## src/rtl/vga_timing_monitor.sv

```systemverilog
// Receive-side VGA timing checker: recovers sync geometry from the pixel stream,
// CRCs the active area of each frame and tracks lock against the nominal timing.
module vga_timing_monitor #(
  parameter int unsigned H_ACTIVE = 640,
  parameter int unsigned H_FRONT  = 16,
  parameter int unsigned H_SYNC   = 96,
  parameter int unsigned H_BACK   = 48,
  parameter int unsigned V_ACTIVE = 480,
  parameter int unsigned V_FRONT  = 10,
  parameter int unsigned V_SYNC   = 2,
  parameter int unsigned V_BACK   = 33,
  parameter int unsigned SYNC_POL = 0
) (
  input  logic        clk_i,
  input  logic        rst_i,
  input  logic        pix_en_i,
  input  logic [3:0]  vga_r_i,
  input  logic [3:0]  vga_g_i,
  input  logic [3:0]  vga_b_i,
  input  logic        vga_hs_i,
  input  logic        vga_vs_i,
  output logic        locked_o,
  output logic        frame_done_o,
  output logic [15:0] frame_crc_o,
  output logic [11:0] line_len_o,
  output logic [10:0] frame_lines_o,
  output logic        h_err_o,
  output logic        v_err_o,
  output logic [15:0] frame_cnt_o
);

  localparam int unsigned H_TOTAL = H_ACTIVE + H_FRONT + H_SYNC + H_BACK;
  localparam int unsigned V_TOTAL = V_ACTIVE + V_FRONT + V_SYNC + V_BACK;

  localparam logic        Pol    = (SYNC_POL != 0);
  localparam logic [11:0] HTot   = 12'(H_TOTAL);
  localparam logic [11:0] HSyncW = 12'(H_SYNC);
  localparam logic [11:0] HActLo = 12'(H_SYNC + H_BACK);
  localparam logic [11:0] HActHi = 12'(H_SYNC + H_BACK + H_ACTIVE);
  localparam logic [10:0] VTot   = 11'(V_TOTAL);
  localparam logic [10:0] VSyncW = 11'(V_SYNC);
  localparam logic [10:0] VActLo = 11'(V_SYNC + V_BACK);
  localparam logic [10:0] VActHi = 11'(V_SYNC + V_BACK + V_ACTIVE);

  typedef enum logic [1:0] {StSearch, StMeasure, StLocked} state_e;

  state_e      state_q, state_d;
  logic        hs_q, vs_q;
  logic        vpend_q, vpend_d;
  logic        ferr_q, ferr_d;
  logic [11:0] hcnt_q, hcnt_d, hcnt_inc;
  logic [10:0] vcnt_q, vcnt_d, vcnt_inc;
  logic [15:0] crc_q, crc_d;
  logic        locked_q, locked_d, done_q, done_d, herr_q, herr_d, verr_q, verr_d;
  logic [15:0] fcrc_q, fcrc_d, fcnt_q, fcnt_d;
  logic [11:0] llen_q, llen_d;
  logic [10:0] flines_q, flines_d;
  logic        hs_edge, hs_fall, vs_edge, vs_fall, pix_act, check_en;

  // Unrolled CRC-16-CCITT over one 12-bit pixel, MSB first.
  function automatic logic [15:0] crc12(input logic [15:0] crc, input logic [11:0] data);
    logic [15:0] c;
    c = crc;
    for (int i = 11; i >= 0; i--) begin
      if (c[15] ^ data[i]) c = {c[14:0], 1'b0} ^ 16'h1021;
      else                 c = {c[14:0], 1'b0};
    end
    return c;
  endfunction

  // Edges compare the incoming strobed sample against the previous strobed level.
  assign hs_edge = pix_en_i & (vga_hs_i == Pol) & (hs_q != Pol);
  assign hs_fall = pix_en_i & (vga_hs_i != Pol) & (hs_q == Pol);
  assign vs_edge = pix_en_i & (vga_vs_i == Pol) & (vs_q != Pol);
  assign vs_fall = pix_en_i & (vga_vs_i != Pol) & (vs_q == Pol);

  assign hcnt_inc = (&hcnt_q) ? hcnt_q : hcnt_q + 12'd1;
  assign vcnt_inc = (&vcnt_q) ? vcnt_q : vcnt_q + 11'd1;

  always_comb begin
    hcnt_d  = hcnt_q;
    vcnt_d  = vcnt_q;
    vpend_d = vpend_q;
    if (pix_en_i) hcnt_d = hs_edge ? 12'd0 : hcnt_inc;
    if (vs_edge) vpend_d = 1'b1;
    if (hs_edge) begin
      if (vs_edge || vpend_q) begin
        vcnt_d  = 11'd0;
        vpend_d = 1'b0;
      end else begin
        vcnt_d = vcnt_inc;
      end
    end
  end

  assign pix_act  = pix_en_i && (hcnt_d >= HActLo) && (hcnt_d < HActHi) &&
                    (vcnt_d >= VActLo) && (vcnt_d < VActHi);
  assign check_en = (state_q != StSearch);
  assign herr_d   = check_en & ((hs_edge & (hcnt_inc != HTot)) | (hs_fall & (hcnt_inc != HSyncW)));
  assign verr_d   = check_en & ((vs_edge & (vcnt_inc != VTot)) | (vs_fall & (vcnt_d != VSyncW)));

  always_comb begin
    state_d  = state_q;
    crc_d    = crc_q;
    ferr_d   = ferr_q | herr_d | verr_d;
    done_d   = 1'b0;
    fcrc_d   = fcrc_q;
    flines_d = flines_q;
    fcnt_d   = fcnt_q;
    llen_d   = hs_edge ? hcnt_inc : llen_q;
    if (pix_act) crc_d = crc12(crc_q, {vga_r_i, vga_g_i, vga_b_i});
    case (state_q)
      StSearch:  if (vs_edge) state_d = StMeasure;
      StMeasure: if (vs_edge && !ferr_q && !herr_d && !verr_d) state_d = StLocked;
      StLocked: begin
        if (herr_d || verr_d) begin
          state_d = StMeasure;
          fcnt_d  = 16'd0;
        end else if (vs_edge) begin
          fcnt_d = fcnt_q + 16'd1;
        end
      end
      default: state_d = StSearch;
    endcase
    // The closing vsync edge also opens the next frame.
    if (vs_edge) begin
      if (state_q != StSearch) begin
        done_d   = 1'b1;
        fcrc_d   = crc_q;
        flines_d = vcnt_inc;
      end
      crc_d  = 16'hFFFF;
      ferr_d = 1'b0;
    end
    locked_d = (state_d == StLocked);
  end

  always_ff @(posedge clk_i or posedge rst_i) begin
    if (rst_i) begin
      state_q  <= StSearch;
      hs_q     <= ~Pol;
      vs_q     <= ~Pol;
      vpend_q  <= 1'b0;
      ferr_q   <= 1'b0;
      hcnt_q   <= 12'd0;
      vcnt_q   <= 11'd0;
      crc_q    <= 16'hFFFF;
      locked_q <= 1'b0;
      done_q   <= 1'b0;
      herr_q   <= 1'b0;
      verr_q   <= 1'b0;
      fcrc_q   <= 16'd0;
      fcnt_q   <= 16'd0;
      llen_q   <= 12'd0;
      flines_q <= 11'd0;
    end else begin
      state_q  <= state_d;
      if (pix_en_i) begin
        hs_q <= vga_hs_i;
        vs_q <= vga_vs_i;
      end
      vpend_q  <= vpend_d;
      ferr_q   <= ferr_d;
      hcnt_q   <= hcnt_d;
      vcnt_q   <= vcnt_d;
      crc_q    <= crc_d;
      locked_q <= locked_d;
      done_q   <= done_d;
      herr_q   <= herr_d;
      verr_q   <= verr_d;
      fcrc_q   <= fcrc_d;
      fcnt_q   <= fcnt_d;
      llen_q   <= llen_d;
      flines_q <= flines_d;
    end
  end

  assign locked_o      = locked_q;
  assign frame_done_o  = done_q;
  assign frame_crc_o   = fcrc_q;
  assign line_len_o    = llen_q;
  assign frame_lines_o = flines_q;
  assign h_err_o       = herr_q;
  assign v_err_o       = verr_q;
  assign frame_cnt_o   = fcnt_q;

endmodule

```

## config.mk

```make
export PLATFORM = sky130hd
export DESIGN_NAME = vga_timing_monitor
export DESIGN_NICKNAME = d
export VERILOG_FILES = /design/src/rtl/vga_timing_monitor.sv
export SDC_FILE = /design/constraint.sdc
export NUM_CORES = 1
export LEC_CHECK = 0
export BUFFER_PORTS_ARGS = -buffer_cell sky130_fd_sc_hd__buf_4
export CORE_MARGIN = 5
export CORE_UTILIZATION = 30
export CTS_CLUSTER_SIZE = 8
export DETAILED_ROUTE_END_ITERATION = 7
export HOLD_SLACK_MARGIN = 0.15
export PLACE_DENSITY = 0.48
export SYNTH_ARGS = -nofsm -noshare
export SYNTH_HDL_FRONTEND = slang
export SYNTH_SLANG_ARGS = --single-unit
```

## constraint.sdc

```tcl
create_clock -name clk_i -period 2.7 [get_ports clk_i]
set_input_delay 0.27 -clock clk_i [delete_from_list [all_inputs] [get_ports clk_i]]
set_output_delay 0.27 -clock clk_i [all_outputs]
set_load 0.02 [all_outputs]
```

==> results of run 1 <==
[logic make-up after synthesis]
kind of cell,Yosys count
muxes,24
xor gates and xnor gates,59
and+or+nand+nor,284
adders and majority gates,3
AOI/OAI and AO/OA,105
buffers and inverters,44
DFF,104
[per-stage QoR]
stage / util [%] / TNS [ns] / total power [W]
after floorplan: - / -1.85 / 0.00294
after detailed placement: 37.0 / -0.528 / 0.00362
final: 39.8 / -0.130 / 0.00503
after global placement: 37.0 / -0.229 / 0.00359
after global routing: 39.8 / -2.31 / 0.00535
after CTS: 39.0 / -0.0000953 / 0.00508
[registers in the layout, summed over array words and instances, names as in the netlist]
register	flops
crc_q	16
ferr_q	1
frame_cnt_o	16
frame_crc_o	16
frame_done_o	1
frame_lines_o	11
h_err_o	1
hcnt_q	12
hs_q	1
line_len_o	12
locked_o	1
state_q	2
v_err_o	1
vcnt_q	11
vpend_q	1
vs_q	1
[final timing paths]
| check | start | endpoint | slack, ns | cells after the start |
|---|---|---|---|---|
| max reg2reg | vcnt_q[0] | crc_q[7] | -0.03 | 10 |
| min in group asynchronous | rst_i | line_len_o[5] | 0.53 | 3 |
| min | vga_hs_i | hs_q | 0.20 | 2 |
| max | vcnt_q[0] | crc_q[7] | -0.03 | 10 |
| max in group asynchronous | rst_i | crc_q[12] | 1.30 | 4 |
| min reg2reg | line_len_o[6] | line_len_o[6] | 0.48 | 2 |
[synthesized netlist by cell type (3+ instances only)]
master,instances
nand2_1,106
o21ai_0,34
nor2_1,80
mux2_2,3
nand2b_1,7
clkbuf_1,20
xnor2_1,39
nand3b_1,4
buf_4,3
nand4_1,8
nor3_1,10
a21oi_1,20
ha_1,3
mux2i_1,21
and3_1,10
dfstp_2,18
a41oi_1,3
dfrtp_1,86
nor4_1,5
o31ai_1,6
buf_2,7
inv_1,10
and2_1,4
nand3_1,23
and4_1,6
a31oi_1,8
nor2b_1,4
xor2_1,20
[repair_timing]
action                                 in CTS  in global routing
hold buffers                                1                  0
gates resized for setup                     6                 20
setup endpoints to repair                  21                 37
pin swaps                                   7                  7
cloned                                      0                  1
endpoints found under the hold margin      23                  0
buffers inserted                            4                  4
[layer usage]
layer  track usage, %  wire (um)
met5                0          0
met1             20.1       7610
met4             4.62        233
met3             2.45        507
met2             23.3       7490
[power groups by stage]
| stage | combinational (W) | sequential [W] | clock [W] |
|---|---|---|---|
| 6_report | 0.00157 | 0.00205 | 0.00141 |
| 3_3_place_gp | 0.00153 | 0.00206 | 0 |
| 3_5_place_dp | 0.00155 | 0.00207 | 0 |
| 5_1_grt | 0.00173 | 0.00209 | 0.00152 |
| 2_1_floorplan | 0.000643 | 0.00230 | 0 |
| 4_1_cts | 0.00157 | 0.00205 | 0.00146 |
[cell type report]
cell class	instances	share of cell area, %
clock inverter	4	0.756
timing repair buffer	143	15.2
sequential	104	35.3
tap	234	3.93
inverter	10	0.555
clock buffer	12	3.46
multi-input combinational	475	40.7
[placed cells by master (no fill, tap or decap), types with 8 or more instances in the layout]
cell type	Yosys	routed
buf_4	3	137
nand2_1	106	106
dfrtp_1	86	83
nor2_1	80	79
xnor2_1	39	38
o21ai_0	34	31
nand3_1	23	21
xor2_1	20	20
mux2i_1	21	19
dfstp_2	18	18
a21oi_1	20	17
clkbuf_16	0	11
and3_1	10	10
inv_1	10	9
nand4_1	8	8
[worst register-to-register path, delay by kind of cell (launching register included)]
| kind | cells | cell delay [ns] |
|---|---|---|
| AOI/OAI and AO/OA | 3 | 0.42 |
| muxes | 1 | 0.18 |
| DFF | 1 | 0.43 |
| and+or+nand+nor | 4 | 1.24 |
| buffers and inverters | 1 | 0.20 |
| adders and majority gates | 1 | 0.18 |
==> metrics.csv, run 1 <==
metric;value;unit
clockBufferDepth;2;
clkTransAtPathRegs;0.07;ns
syn_area;5720;um2
instances_no_fill;982;
switching_share;34.1;%
cap_viol_max_count;0;
drive_gt1_share;29.9;%
holdWs;0.203;ns
nFillCells;1871;
port_buffers;75;
syn2layout_area_growth;30.2;%
cts_made_buffers;9;
peakVddDrop;0.385;mV
postRouteWirelength;15800;um
hold_viol_final;0;
final.min_clock_period;2.73;ns
setup_viol;8;
synth.avg_cell_area;9.18;um2
multi_input_area;3030;um2
failed_checks;negative setup slack;
endpoint_kind;flip-flop;
synthTopCellsByArea;dfrtp_1 (38%), dfstp_2 (8.3%), nand2_1 (7.0%);
cts_tree;yes;
cp.arrival;3.01;ns
p_leak;3.39;nW
crit_path_cell_trace;ha_4, and4_4, nand3_4, o21ai_4, a21oi_2, or4_4, and3b_2, o2111ai_4, buf_12, mux2i_2;
fp.dieW;148;um
synth_top_area_share;37.6;%
hpwl;11400;um
ys.flop_type;dfrtp_1;
syn-num-nets;643;
p_sw;0.00172;W
synth_edf_count;0;
max_freq;366;MHz
finalMaxSlewViolations;0;
dp.cells;956;
antenna_left;0;
crit_required;2.98;ns
clk_latency;0.36;ns
critPathSlowestCell;or4_4;
yosysTopAreaCell;dfrtp_1;
die_area;21900;um2
h-tree-depth;3;
async_flop_share;100;%
crit_family;simple AND/OR/NAND/NOR gates;
synth_cell_types;70;
p_int;0.00332;W
grt_first_pass_wirelength;26100;um
synth_cells;623;
synth-simple-area-share;24.1;%
antenna_found_initial;0;
gr-total-overflow;0;
cpPeakStageDelay;0.52;ns
worst_slack;-0.0310;ns
critPathMaxFanout;7;
post_dp_cell_area;6920;um2
diodes;0;
grt_pass1_vias;5091;
pwr-share-seq;40.7;%
wl_per_cell;16.1;um
yosys_register_bits;104;
period_share;101;%
drt_iter0_markers;385;
critPathBufInv;1;
post-place-ws;-0.0717;ns
stdcell_area;7440;um2
powerDensity;676;nW/um2
fin_worst_skew;0.0121;ns
critPathKind;flip-flop to flip-flop;
start_util;30.6;%
vias;4852;
synth_xor_area_share;9.04;%
num_io_pins;76;
nets;763;
synth_fa_ha_area_share;0.657;%
die_y;148;um
worst_slew_pin_slew;0.571;ns
slew_headroom;61.8;%
root_buffer;clkbuf_16;
dr.pass1.iters;5;
synthMuxAreaShare;4.27;%
gp_congestion;0.930;
p_comb_share;31.3;%
hp-class;primary input to flip-flop;
clock_power_share;28.0;%
clock-sinks;104;
core;18700;um2
rows;50;
yosys_warnings;0;
synth_compound_area_share;12.5;%
grt_max_degree;47;
gr-usage-all-layers;14.5;%
status;finished, violations left;
synth_top_family_by_area;simple AND/OR/NAND/NOR gates;
drc_errors;0;
start_kind;flip-flop;
rsz0062_at_grt;yes;
drt-vias-per-instance;4.94;
seq_area;2630;um2
ys_seq_area_share;45.9;%
No activity file was read; power rests on OpenSTA's default activity.
==> run 2: changes to the inputs <==
--- a/config.mk
+++ b/config.mk
@@ -11,7 +11,7 @@
 export CTS_CLUSTER_SIZE = 8
 export DETAILED_ROUTE_END_ITERATION = 7
 export HOLD_SLACK_MARGIN = 0.15
-export PLACE_DENSITY = 0.48
+export PLACE_DENSITY = 0.46
 export SYNTH_ARGS = -nofsm -noshare
 export SYNTH_HDL_FRONTEND = slang
 export SYNTH_SLANG_ARGS = --single-unit
==> constraint.sdc (replaced) <==
create_clock -name clk_i -period 3.5 [get_ports clk_i]
set_input_delay 0 -clock clk_i [delete_from_list [all_inputs] [get_ports clk_i]]
set_output_delay 0 -clock clk_i [all_outputs]
set_load 0.02 [all_outputs]
==> metrics.csv, run 2 (synthesis gave the netlist of run 1 again) <==
metric;value;unit;change
status;completed;;was finished, violations left
holdPathStages;5;;was 2
dp.cells;914;;was 956
peakVddDrop;0.273;mV;was 0.385 mV
start_util;30.6;%;unchanged
hp-class;primary input to flip-flop;;unchanged
p_int;0.00239;W;was 0.00332 W
drc_errors;0;;unchanged
core;18700;um2;unchanged
pwr-share-seq;43.4;%;was 40.7%
p_comb_share;29.9;%;was 31.3%
crit_required;3.78;ns;was 2.98 ns
fin_worst_skew;0.0142;ns;was 0.0121 ns
multi_input_area;2890;um2;was 3030 um2
root_buffer;clkbuf_16;;unchanged
dr.pass1.iters;4;;was 5
critPathSlowestCell;or4b_4;;was or4_4
layout_common_cells;nand2_1 (106), buf_4 (90), dfrtp_1 (86), nor2_1 (80), xnor2_1 (39);;was buf_4 (137), nand2_1 (106), dfrtp_1 (83), nor2_1 (79), xnor2_1 (38)
finalMaxSlewViolations;0;;unchanged
slew_headroom;51.2;%;was 61.8%
final.min_clock_period;3.09;ns;was 2.73 ns
cts_tree;yes;;unchanged
grt_pass1_vias;4616;;was 5091
rrSetupSlack;0.41;ns;was -0.03 ns
hpwl;10700;um;was 11400 um
max_freq;324;MHz;was 366 MHz
cts_made_buffers;9;;unchanged
post-route-util;36.8;%;was 39.8%
drt-vias-per-instance;4.94;;about the same
die_area;21900;um2;unchanged
powerDensity;533;nW/um2;was 676 nW/um2
clk_latency;0.36;ns;about the same
crit_path_cell_trace;ha_1, and4_4, nand4_4, o21ai_1, a31oi_1, or4b_4, o21ai_4, a31oi_2, nor2_1;;was ha_4, and4_4, nand3_4, o21ai_4, a21oi_2, or4_4, and3b_2, o2111ai_4, buf_12, mux2i_2
antenna_left;0;;unchanged
tns;0;ns;was -0.130 ns
postRouteWirelength;14900;um;was 15800 um
drive_gt1_share;20.9;%;was 29.9%
period_share;88.3;%;was 101%
instances_no_fill;937;;was 982
worst_slew_pin_slew;0.733;ns;was 0.571 ns
vias;4627;;was 4852
antenna_found_initial;0;;unchanged
p_leak;3.13;nW;was 3.39 nW
cpPeakStageDelay;0.56;ns;was 0.52 ns
cp.arrival;3.37;ns;was 3.01 ns
start_kind;flip-flop;;unchanged
seq_area;2630;um2;about the same
critPathMaxFanout;15;;was 7
final_common_cell;nand2_1;;was buf_4
r2r-end;frame_cnt_o[2];;was crc_q[7]
fp.dieW;148;um;unchanged
drt_iter0_markers;289;;was 385
cap_viol_max_count;0;;unchanged
rsz0062_at_grt;no;;was yes
die_y;148;um;unchanged
stdcell_area;6890;um2;was 7440 um2
h-tree-depth;3;;unchanged
clockBufferDepth;2;;unchanged
holdPathEnd;crc_q[9];;was hs_q
endpoint_kind;flip-flop;;unchanged
grt_max_degree;58;;was 47
gr-total-overflow;0;;unchanged
r2r_start;vcnt_q[1];;was vcnt_q[0]
critPathBufInv;0;;was 1
wl_per_cell;15.9;um;was 16.1 um
clock-sinks;104;;unchanged
post_dp_cell_area;6550;um2;was 6920 um2
setup_viol;0;;was 8
nFillCells;1890;;was 1871
crit_family;simple AND/OR/NAND/NOR gates;;unchanged
port_buffers;75;;unchanged
hold_viol_final;0;;unchanged
hold_start;vga_r_i[1];;was vga_hs_i
switching_share;34.8;%;was 34.1%
clkTransAtPathRegs;0.07;ns;about the same
nets;718;;was 763
rows;50;;unchanged
grt_first_pass_wirelength;24600;um;was 26100 um
reg2reg_depth;9;;was 10
num_io_pins;76;;unchanged
syn2layout_area_growth;20.6;%;was 30.2%
gr-usage-all-layers;13.8;%;was 14.5%
p_sw;0.00128;W;was 0.00172 W
clock_power_share;26.7;%;was 28.0%
critPathKind;flip-flop to flip-flop;;unchanged
diodes;0;;unchanged
gp_congestion;0.857;;was 0.930
## run 2: how the worst max path moves through the flow
stage                   start               to  slack [ns]  cells past startpoint
floorplan           vcnt_q[1]   frame_cnt_o[9]        0.60                     12
global placement    vcnt_q[1]  frame_cnt_o[15]        0.48                      9
detailed placement  vcnt_q[1]  frame_cnt_o[12]        0.39                      9
CTS                 vcnt_q[1]  frame_cnt_o[12]        0.37                      9
global route        vcnt_q[1]  frame_cnt_o[12]        0.19                      9
finish              vcnt_q[1]   frame_cnt_o[2]        0.41                      9
## run 2: area by class of cell
cell class | count | area share [%]
well taps | 234 | 4.25
clock buffers | 13 | 3.63
clock inverters | 3 | 0.381
multi-input cells | 475 | 42.0
flip-flops and latches | 104 | 38.1
repair buffers | 98 | 11.1
inverters | 10 | 0.581
## run 2: timing repair
action / in CTS / in global routing
setup buffers: 0 / 0
gates resized for setup: 0 / 0
setup endpoints to repair: 0 / 0
hold buffers: 7 / 0
endpoints found under the hold margin: 54 / 0
## run 2: per-layer routing
metal	GRT usage, %	up-vias	share of wire [%]	wire [um]
li1	-	2298	-	-
met1	19.7	2235	50	7470
met2	21.2	78	45	6710
met3	2.30	16	3.0	451
met4	4.94	0	1.6	243
met5	0	-	0	0
## run 2: through the flow
stage,setup WS (ns),hold WS [ns],power [W]
after floorplan,0.601,0.133,0.00226
after global placement,0.484,0.180,0.00271
after detailed placement,0.385,0.184,0.00272
after CTS,0.367,0.156,0.00374
after global routing,0.190,0.194,0.00391
final,0.409,0.157,0.00367
## run 2: worst reg2reg max path: stages, from the launching register on
cell and delay [ns]:
dfrtp_1 0.48, ha_1 0.22, and4_4 0.34, nand4_4 0.21
o21ai_1 0.32, a31oi_1 0.15, or4b_4 0.56, o21ai_4 0.22
a31oi_2 0.32, nor2_1 0.21
## run 2: power groups by stage
stage / Clock, W / Combinational (W) / Sequential, W
4_1_cts: 0.00102 / 0.00112 / 0.00160
2_1_floorplan: 0 / 0.000490 / 0.00177
5_1_grt: 0.00107 / 0.00121 / 0.00163
3_5_place_dp: 0 / 0.00111 / 0.00161
6_report: 0.000979 / 0.00110 / 0.00159
3_3_place_gp: 0 / 0.00110 / 0.00161
